**config.mk**
```make
export PLATFORM = sky130hd
export DESIGN_NAME = y86_alu_exec
export DESIGN_NICKNAME = d
export VERILOG_FILES = /design/src/rtl/y86_alu_exec.sv
export SDC_FILE = /design/constraint.sdc
export NUM_CORES = 1
export LEC_CHECK = 0
export CORE_UTILIZATION = 50
export CTS_CLUSTER_SIZE = 20
export DETAILED_ROUTE_END_ITERATION = 7
export PLACE_DENSITY = 0.73
export SLEW_MARGIN = 20
export SYNTH_ARGS = -nofsm -noshare
export SYNTH_HDL_FRONTEND = slang
export SYNTH_SLANG_ARGS = --single-unit
```
**constraint.sdc**
```tcl
create_clock -name clk -period 3.7 [get_ports clk]
set_input_delay 0.74 -clock clk [delete_from_list [all_inputs] [get_ports clk]]
set_output_delay 0.74 -clock clk [all_outputs]
set_load 0.01 [all_outputs]
```
**src/rtl/y86_alu_exec.sv**
```systemverilog
// Registered Y86 execute ALU (add/sub/and/xor) with ZF/SF/OF CC register and cmov/jXX condition evaluator.
// Latency 1 cycle, full throughput; in_ready drops during flush or while a result is held under out_ready=0.
module y86_alu_exec #(
  parameter int WIDTH = 64,
  parameter int TAG_W = 4
) (
  input  logic             clk,
  input  logic             rst_n,
  input  logic             flush,
  input  logic             in_valid,
  output logic             in_ready,
  input  logic [1:0]       in_fn,
  input  logic [WIDTH-1:0] in_a,
  input  logic [WIDTH-1:0] in_b,
  input  logic             in_set_cc,
  input  logic [TAG_W-1:0] in_tag,
  output logic             out_valid,
  input  logic             out_ready,
  output logic [WIDTH-1:0] out_result,
  output logic             out_zf,
  output logic             out_sf,
  output logic             out_of,
  output logic [TAG_W-1:0] out_tag,
  output logic             cc_zf,
  output logic             cc_sf,
  output logic             cc_of,
  input  logic [3:0]       cond_fn,
  output logic             cond_true
);

  localparam int MSB = WIDTH - 1;

  typedef struct packed {
    logic [WIDTH-1:0] result;
    logic             zf;
    logic             sf;
    logic             of;
    logic [TAG_W-1:0] tag;
  } res_t;

  res_t res_d;
  res_t res_q;
  logic out_valid_q;
  logic cc_zf_q;
  logic cc_sf_q;
  logic cc_of_q;
  logic accept;
  logic sxor;

  always_comb begin
    res_d     = '0;
    res_d.tag = in_tag;
    case (in_fn)
      2'd0: begin
        res_d.result = in_a + in_b;
        res_d.of     = (in_a[MSB] == in_b[MSB]) && (res_d.result[MSB] != in_a[MSB]);
      end
      2'd1: begin
        res_d.result = in_a - in_b;
        res_d.of     = (in_a[MSB] != in_b[MSB]) && (res_d.result[MSB] != in_a[MSB]);
      end
      2'd2:    res_d.result = in_a & in_b;
      default: res_d.result = in_a ^ in_b;
    endcase
    res_d.zf = (res_d.result == '0);
    res_d.sf = res_d.result[MSB];
  end

  assign in_ready = !flush && (!out_valid_q || out_ready);
  assign accept   = in_valid && in_ready;

  // Data fields are left untouched when out_valid drops; only the valid bit is cleared.
  always_ff @(posedge clk or negedge rst_n) begin
    if (!rst_n) begin
      out_valid_q <= 1'b0;
      res_q       <= '0;
    end else if (flush) begin
      out_valid_q <= 1'b0;
    end else if (accept) begin
      out_valid_q <= 1'b1;
      res_q       <= res_d;
    end else if (out_ready) begin
      out_valid_q <= 1'b0;
    end
  end

  // CC commits at accept; a later flush of the held result does not roll it back.
  always_ff @(posedge clk or negedge rst_n) begin
    if (!rst_n) begin
      cc_zf_q <= 1'b1;
      cc_sf_q <= 1'b0;
      cc_of_q <= 1'b0;
    end else if (accept && in_set_cc) begin
      cc_zf_q <= res_d.zf;
      cc_sf_q <= res_d.sf;
      cc_of_q <= res_d.of;
    end
  end

  assign sxor = cc_sf_q ^ cc_of_q;

  always_comb begin
    cond_true = 1'b0;
    case (cond_fn)
      4'd0:    cond_true = 1'b1;
      4'd1:    cond_true = sxor | cc_zf_q;
      4'd2:    cond_true = sxor;
      4'd3:    cond_true = cc_zf_q;
      4'd4:    cond_true = !cc_zf_q;
      4'd5:    cond_true = !sxor;
      4'd6:    cond_true = !sxor && !cc_zf_q;
      default: cond_true = 1'b0;
    endcase
  end

  assign out_valid  = out_valid_q;
  assign out_result = res_q.result;
  assign out_zf     = res_q.zf;
  assign out_sf     = res_q.sf;
  assign out_of     = res_q.of;
  assign out_tag    = res_q.tag;
  assign cc_zf      = cc_zf_q;
  assign cc_sf      = cc_sf_q;
  assign cc_of      = cc_of_q;

endmodule
```
==> results.md, run 1 <==
- Die X-Extent: 168.6 microns
- Die span in y: 168.6 microns
- Boundary Pins: 221
- Mapped Nets: 2,320
- Tool error: [ERROR GRT-0116] Global routing finished with congestion. Check the congestion regions in the DRC Viewer.
- Number of distinct library cells after synthesis: 102
- Hold Buf Count CTS: 0
- Number of flops mapped to enable cells by yosys: 0
- Register area share after synthesis: 13.35%
- Placer congestion estimate: 1.229
- Vias in the first global route: 29,330
- Htree depth: 3
- Outcome: aborted with a tool error
- Starting density of the core: 51.21%
- Largest net degree at the start of global routing: 75
- CTS Buf Count: 9
- HPWL Detailed: 58,970 microns
- Post-Syn Area: 0.01388 sq mm
- Synth async-reset ratio: 100.0%
- Yosys warns: 0
- Overall routing resource usage: 83.27%
- PortBufs: 220
- Dominant synthesized flop cell: dfrtp_1
- Grt ovf: 352
- Global-route wire length before repair: 184,300 microns
- Syn_area_per_cell: 6.784 sq um
- Flops & latches, synth: 74
- Clock root cell: clkbuf_16
- Placed Area: 0.02216 sq mm
- Sink Count: 74
- Core Rows: 60
- Clk buf depth: 2
- Exit stage: global routing (5_1_grt)
- Syn Inst Count: 2,046
-- timing repair --
action	4_1_cts
cloned	2
endpoints found under the setup margin	43
pin swaps	103
gates resized for setup	415
setup buffers	85
-- kinds of logic after synthesis --
group / count (synthesis) / synth area share, %
adder cells (fa/ha/maj): 130 / 11.83
flip-flops: 74 / 13.35
AO/OA/AOI/OAI: 755 / 36.51
multiplexers: 30 / 2.398
XOR/XNOR: 24 / 1.514
AND/OR/NAND/NOR: 772 / 26.81
buffers and inverters: 261 / 7.590
-- stage by stage --
step,instances,util (%),worst slack [ns]
after floorplan,2046,-,-0.3400
after global placement,3314,81.75,-1.521
after detailed placement,3314,81.75,-1.540
after CTS,3415,90.98,-0.8914
-- cell usage after synthesis, drive strengths merged (11+ instances only) --
cell	count	area, sq um
inv	138	518.0
and2	14	90.09
nand4	49	306.5
o21a	21	157.7
a211oi	35	262.8
o311ai	18	165.2
a21oi	203	1031
mux2i	13	130.1
or4	13	97.59
o21bai	23	176.4
mux2	16	180.2
or3	11	68.82
a21o	25	187.7
o31ai	53	402.9
nor2	182	685.7
dfrtp	73	1827
nor2b	25	156.4
ha	128	1602
a21boi	17	127.6
nand3	55	275.3
nand2	260	975.9
o2111ai	13	113.9
nor4	50	359.1
xnor2	23	201.4
a2111oi	17	156.4
nor3	57	290.3
o21ai	146	734.5
and3	15	93.84
o211ai	28	220.2
clkbuf	67	251.5
buf	52	261.5
a31oi	26	162.7
-- per-layer routing --
metal | track usage [%] | overflow
met5 | 45.04 | 8
met1 | 81.51 | 13
met2 | 96.55 | 189
met3 | 73.84 | 14
met4 | 83.60 | 128
==> run 2: changes to the inputs <==
--- a/config.mk
+++ b/config.mk
@@ -5,10 +5,9 @@
 export SDC_FILE = /design/constraint.sdc
 export NUM_CORES = 1
 export LEC_CHECK = 0
-export CORE_UTILIZATION = 50
-export CTS_CLUSTER_SIZE = 20
+export CORE_UTILIZATION = 35
 export DETAILED_ROUTE_END_ITERATION = 7
-export PLACE_DENSITY = 0.73
+export PLACE_DENSITY_LB_ADDON = 0.15
 export SLEW_MARGIN = 20
 export SYNTH_ARGS = -nofsm -noshare
 export SYNTH_HDL_FRONTEND = slang
==> run 2 against run 1 <==
The flow now finishes, with violations (negative setup slack). Synthesized cell count is the same. Area after synthesis did not move.
==> results.md, run 2 <==
- Outcome: complete, but fails checks (was aborted with a tool error)
- Failing checks: negative setup slack
- Synth async-reset ratio: 100.0% (unchanged)
- Post-synthesis mux area share: 2.398% (unchanged)
- Clk buf depth: 2 (unchanged)
- Largest net degree at the start of global routing: 75
- Final worst-path cycle share: 124.2%
- Syn-to-layout area delta: 90.71%
- Clock-pin transition on the worst setup and hold timing paths: 0.06 ns
- Placer congestion estimate: 1.084 (was 1.229)
- Syn Inst Count: 2,046 (unchanged)
- Dominant synthesized flop cell: dfrtp_1 (unchanged)
- # diodes: 0
- Htree depth: 3 (unchanged)
- Compound-cell area share of the yosys netlist: 36.51% (unchanged)
- Startpoint Class: input pin
- Grt ovf: 0
- Most used cell, CP: buf_4
- Setup violations, final: 16
- WHS: 0.3059 ns
- Clock root cell: clkbuf_16 (unchanged)
- Vias in the first global route: 21,150
- Synth Area in Adders: 11.83% (unchanged)
- Via density: 5.925
- Post-synth top cells: nand2_1, a21oi_1, nor2_1, o21ai_0, inv_1 (unchanged)
- Worst reg2reg setup slack: 1.57 ns
- VDD IR max: 275.4 uV
- Number of routed nets with antenna violations: 0
- R2r endpoint: cc_of
- Int Pwr: 3.884 mW
- Hold Buf Count CTS: 0 (unchanged)
- Crit path max-delay family: compound AO/OA/AOI/OAI gates
- Core Box Area: 0.03892 sq mm
- Core Rows: 72 (was 60)
- Clk pwr share: 13.5%
- Sw power: 2.997 mW
- Reg power frac: 16.0%
- Slowest-stage cell, CP: or4_1
- Overall routing resource usage: 40.13%
- Die X-Extent: 201.1 microns (was 168.6 microns)
- CTS tree: built
- Final Max Tran Viols: 0
- Core Util, Final: 68.02%
- Top cells by area, synth: dfrtp_1, ha_1, a21oi_1 (unchanged)
- Leak Pwr: 11.99 nW
- Syn_area_per_cell: 6.784 sq um (unchanged)
- Crit end category: flip-flop
- Global-route wire length before repair: 126,200 microns
- CP required: 3.98 ns
- Final #Nets: 3,419
- Worst skew pair latency: 0.36 ns
- Detailed Route Iter0 Violations: 2,192
- Tmin final: 4.596 ns
- CP Class: input pin to flip-flop
- DRC: 0
- Mapped Nets: 2,320 (unchanged)
- Most frequent cell after synthesis: nand2_1 (unchanged)
- Cell taking the most area after synthesis: dfrtp_1 (unchanged)
- Number of distinct library cells after synthesis: 102 (unchanged)
- 1st-pass router iterations: 5
- Worst Slack Setup Final: -0.8959 ns
- PortBufs: 220 (unchanged)
- Cell area power density: 259.9 mW/mm^2
- Largest register FFs: 64
- Die area: 0.04046 sq mm
- Largest family of logic cells by synthesized area: compound AO/OA/AOI/OAI gates (unchanged)
- R2R cell count: 6
- RSZ-0062 raised after global routing: yes
- XOR/XNOR share of the synthesized area: 1.514% (unchanged)
- Reg-to-Reg Start: out_valid
- Logic pwr share: 70.5%
- HPWL Detailed: 68,070 microns (was 58,970 microns)
- Yosys warns: 0 (unchanged)
- Flops & latches, synth: 74 (unchanged)
- Most frequent cells in the layout: buf_4, nand2_1, nor2_1
- Die span in y: 201.1 microns (was 168.6 microns)
- Starting density of the core: 35.66% (was 51.21%)
- Max stage delay on crit path: 0.46 ns
- Boundary Pins: 221 (unchanged)
- Least-Margin Pin Slew: 0.8336 ns
- Data arrival, critical path: 4.88 ns
- Post-Place Worst Slack: -2.031 ns (was -1.540 ns)
- Register area share after synthesis: 13.35% (unchanged)
- Final hold violation count: 0
- Post-Syn Area: 0.01388 sq mm (unchanged)
- CTS Buf Count: 9 (unchanged)
- Clk_skew: 0.007851 ns
- HP Class: input pin to asynchronous set/reset pin
- Maximum clock rate: 217.6 MHz
- Antenna violations before repair: 1
- Final wirelength: 84,350 microns
- Number of flops mapped to enable cells by yosys: 0 (unchanged)
- Layout cells sized above 1: 45.90%
- DR WL/cell: 23.00 microns
- CP Cell Sequence: clkdlybuf4s15_1 -> ha_4 -> buf_4 -> nand4_1 -> nor3_2 -> o211ai_1 -> buf_4 -> a311oi_4 -> o21bai_1 -> buf_4 -> a2111oi_4 -> o21ai_1 -> o41a_1 -> a2111oi_4 -> nand4_1 -> or4_1 -> o21ai_1
- Synth top area share: 13.16% (unchanged)
- Vias: 21,730
- Bufs and invs on worst path: 4
- Sink Count: 74 (unchanged)
- Slew headroom: 43.72%
- Power, Total: 6.881 mW
- Switching Fraction: 43.55%
- Max cap viols: 0
- Setup TNS: -3.367 ns
- Synth Area in Simple Gates: 26.81% (unchanged)
- Leading cell type in the layout, fill and taps excluded: buf_4
- Crit-path max FO: 5
run 2: power groups by stage:
stage | Clock (mW) | Combinational (mW) | Sequential (mW)
final | 0.928 | 4.85 | 1.10
after global routing | 0.970 | 5.10 | 1.11
after CTS | 0.933 | 4.50 | 1.10
after detailed placement | 0 | 4.07 | 1.11
after global placement | 0 | 4.03 | 1.11
after floorplan | 0 | 1.59 | 1.15
run 2: repair_timing:
item                                   4_1_cts  5_1_grt
setup endpoints to repair                   48       34
gates resized for setup                    472      211
endpoints found under the hold margin        0        0
setup buffers                               86       30
cloned                                       1        0
pin swaps                                  120       92
run 2: layout make-up:
class	count	area (sq um)
timing repair buffer	1208	9736
fill	3377	12450
clock inverter	6	65.06
sequential	74	1853
clock buffer	10	239.0
multi-input combinational	1711	13390
inverter	141	543.0
tap	518	648.1
run 2: logic make-up after synthesis:
group | after synthesis
compound gates | 755
xor+xnor | 24
fa+ha+maj | 130
buf+inv | 261
flops | 74
mux | 30
simple gates | 772
run 2: how the worst max path moves through the flow:
stage          cells after the start     end  startpoint  slack, ns
3_3_place_gp                      18   cc_zf    in_b[12]      -2.13
6_report                          17  out_zf    in_a[12]      -0.90
2_1_floorplan                     15   cc_zf     in_a[0]      -0.34
3_5_place_dp                      18   cc_zf    in_b[14]      -2.03
4_1_cts                           17  out_zf     in_a[0]      -0.94
5_1_grt                           17   cc_zf     in_b[1]      -1.01
run 2: through the flow:
| stage | std cells | instance area, sq um |
|---|---|---|
| floorplan | 2046 | 13990 |
| global placement | 3535 | 22880 |
| detailed placement | 3535 | 22880 |
| CTS | 3637 | 25440 |
| global route | 3668 | 26470 |
| finish | 3668 | 26470 |
run 2: metal layers:
metal / global-route usage (%) / wire (microns) / share of wire (%)
met2: 64.38 / 37730 / 45
met1: 52.40 / 34570 / 41
met5: 0 / 0 / 0
met3: 6.884 / 7804 / 9.3
met4: 18.21 / 4248 / 5.0
(Power assumes the default switching activity.)
==> RTL change (settings of run 2) <==
Set the parameter `WIDTH` to 68 (it was 64).
--- a/src/rtl/y86_alu_exec.sv
+++ b/src/rtl/y86_alu_exec.sv
@@ -1,7 +1,7 @@
 // Registered Y86 execute ALU (add/sub/and/xor) with ZF/SF/OF CC register and cmov/jXX condition evaluator.
 // Latency 1 cycle, full throughput; in_ready drops during flush or while a result is held under out_ready=0.
 module y86_alu_exec #(
-  parameter int WIDTH = 64,
+  parameter int WIDTH = 68,
   parameter int TAG_W = 4
 ) (
   input  logic             clk,
Interface: changed (resized in_a, in_b and out_result); port bits go from 221 to 233. No check against the original RTL was run, so the function may have changed too.
==> RTL change against run 2 <==
The run still ends with setup timing left. Worst setup slack better by 0.30 ns. Maximum frequency up 7.1%. Power up 6.7%. Die area up 4.1%. Clock power down 9.1%. Synthesized area up 4.2%. Count of clock-buffer cells in the layout up 2. Sequential cell count up 4. Clock skew down 0.00082 ns. Final cell count up 4.0%. First-iteration DRC count down 7.3%. Cell area up 8.6%. Wire length up 1.6%. Critical endpoint is now out_of.
==> RTL change: results (changes against run 2) <==
metric	value	unit	change
status	complete, but fails checks		
violations	setup timing		
cp_max_fo	4		-1
pre_cts_slack	-1.77	ns	+0.264 ns
grt_pass1_wl	125000	um	-0.93%
drive_gt1_share	47.6	%	+1.7 points
finalClockSkew	0.00703	ns	-0.000820 ns
dp_hpwl	67800	um	-0.44%
synth_xor_xnor_area_share	1.39	%	-0.12 points
drt_wl_total	85700	um	+1.6%
synth-compound-area-share	35.0	%	-1.5 points
setup_violations	13		-3
slowest_stage	or4_4		
crit_family	simple AND/OR/NAND/NOR gates		
first_pass_iters	6		+1
antenna_found_initial	1		unchanged
gp_congestion	1.01		-6.8%
ir_worst_vdd	0.215	mV	-22%
synth.top_cells.by_area	dfrtp_1 (13%), ha_1 (12%), nand2_1 (7.6%), a21oi_1 (7.1%), o21ai_0 (4.7%)		
grt_pass1_vias	21000		-0.52%
largest_reg_flops	68		+6.3%
port_buffers	232		+5.5%
crit_arrival	4.58	ns	-0.30 ns
p_leak	0.0131	uW	+9.6%
grt_use_total	38.9	%	-1.2 points
layout.nets	3568		+4.4%
slew_headroom	23.7	%	-20 points
synthTopCellsByCount	nand2_1 (292), a21oi_1 (206), nor2_1 (181)		
drt_iter0_drc	2031		-7.3%
synth_fa_ha_area_share	12.0	%	+0.22 points
layout_setup_ws	-0.592	ns	+0.304 ns
syn_nets	2425		+4.5%
ys_seq_area_share	13.5	%	+0.16 points
max_stage_delay	0.50	ns	+0.04 ns
switching_share	43.2	%	-0.31 points
muxShareOfSynthArea	2.88	%	+0.48 points
netlist-cell-type-count	99		-2.9%
## RTL change: power by group through the flow
stage	Sequential (uW)	Combinational [uW]	Clock [uW]
2_1_floorplan	1200	1700	0
3_3_place_gp	1150	4280	0
3_5_place_dp	1160	4330	0
4_1_cts	1140	4850	853
5_1_grt	1160	5630	881
6_report	1150	5350	844
## RTL change: per-layer routing
| layer | up-vias | routed length [um] | global-route usage, % |
|---|---|---|---|
| li1 | 10200 | - | - |
| met1 | 10800 | 37200 | 54.5 |
| met2 | 1159 | 38000 | 61.2 |
| met3 | 178 | 7660 | 5.89 |
| met4 | 2 | 2760 | 11.7 |
| met5 | - | 36 | 0 |
## RTL change: layout make-up
cell class	instances	share of cell area [%]
timing repair buffer	1263	36.9
tap	532	2.32
inverter	144	1.99
clock inverter	3	0.0696
multi-input combinational	1782	51.0
clock buffer	12	0.892
sequential	78	6.79
## RTL change: stage by stage
step                      std cells  setup TNS [ns]  hold WS [ns]  utilization [%]  area [um2]
after global placement         3682          -47.31         0.458             59.3       24200
after detailed placement       3682          -49.34         0.462             59.3       24200
after global routing           3814           -6.68         0.397             70.6       28700
after floorplan                2135         -0.0771         0.444                -       14700
final                          3814           -4.65         0.367             70.6       28700
after CTS                      3760           -6.06         0.376             66.3       27000
## RTL change: final timing paths
kind / from / to / slack (ns) / cells past startpoint
min: rst_n / out_result[44] / 0.37 / 1
max in group asynchronous: rst_n / out_result[4] / 2.61 / 2
max reg2reg: out_valid / out_result[65] / 1.62 / 5
max: in_b[48] / out_of / -0.59 / 20
min reg2reg: out_result[44] / out_result[44] / 0.47 / 2
min in group clk: out_result[44] / out_result[44] / 0.47 / 2
## RTL change: what timing repair did
item | in CTS | in global routing
resized for setup | 478 | 361
cloned | 0 | 1
endpoints found under the setup margin | 50 | 43
buffers inserted | 68 | 60
pin swaps | 121 | 136
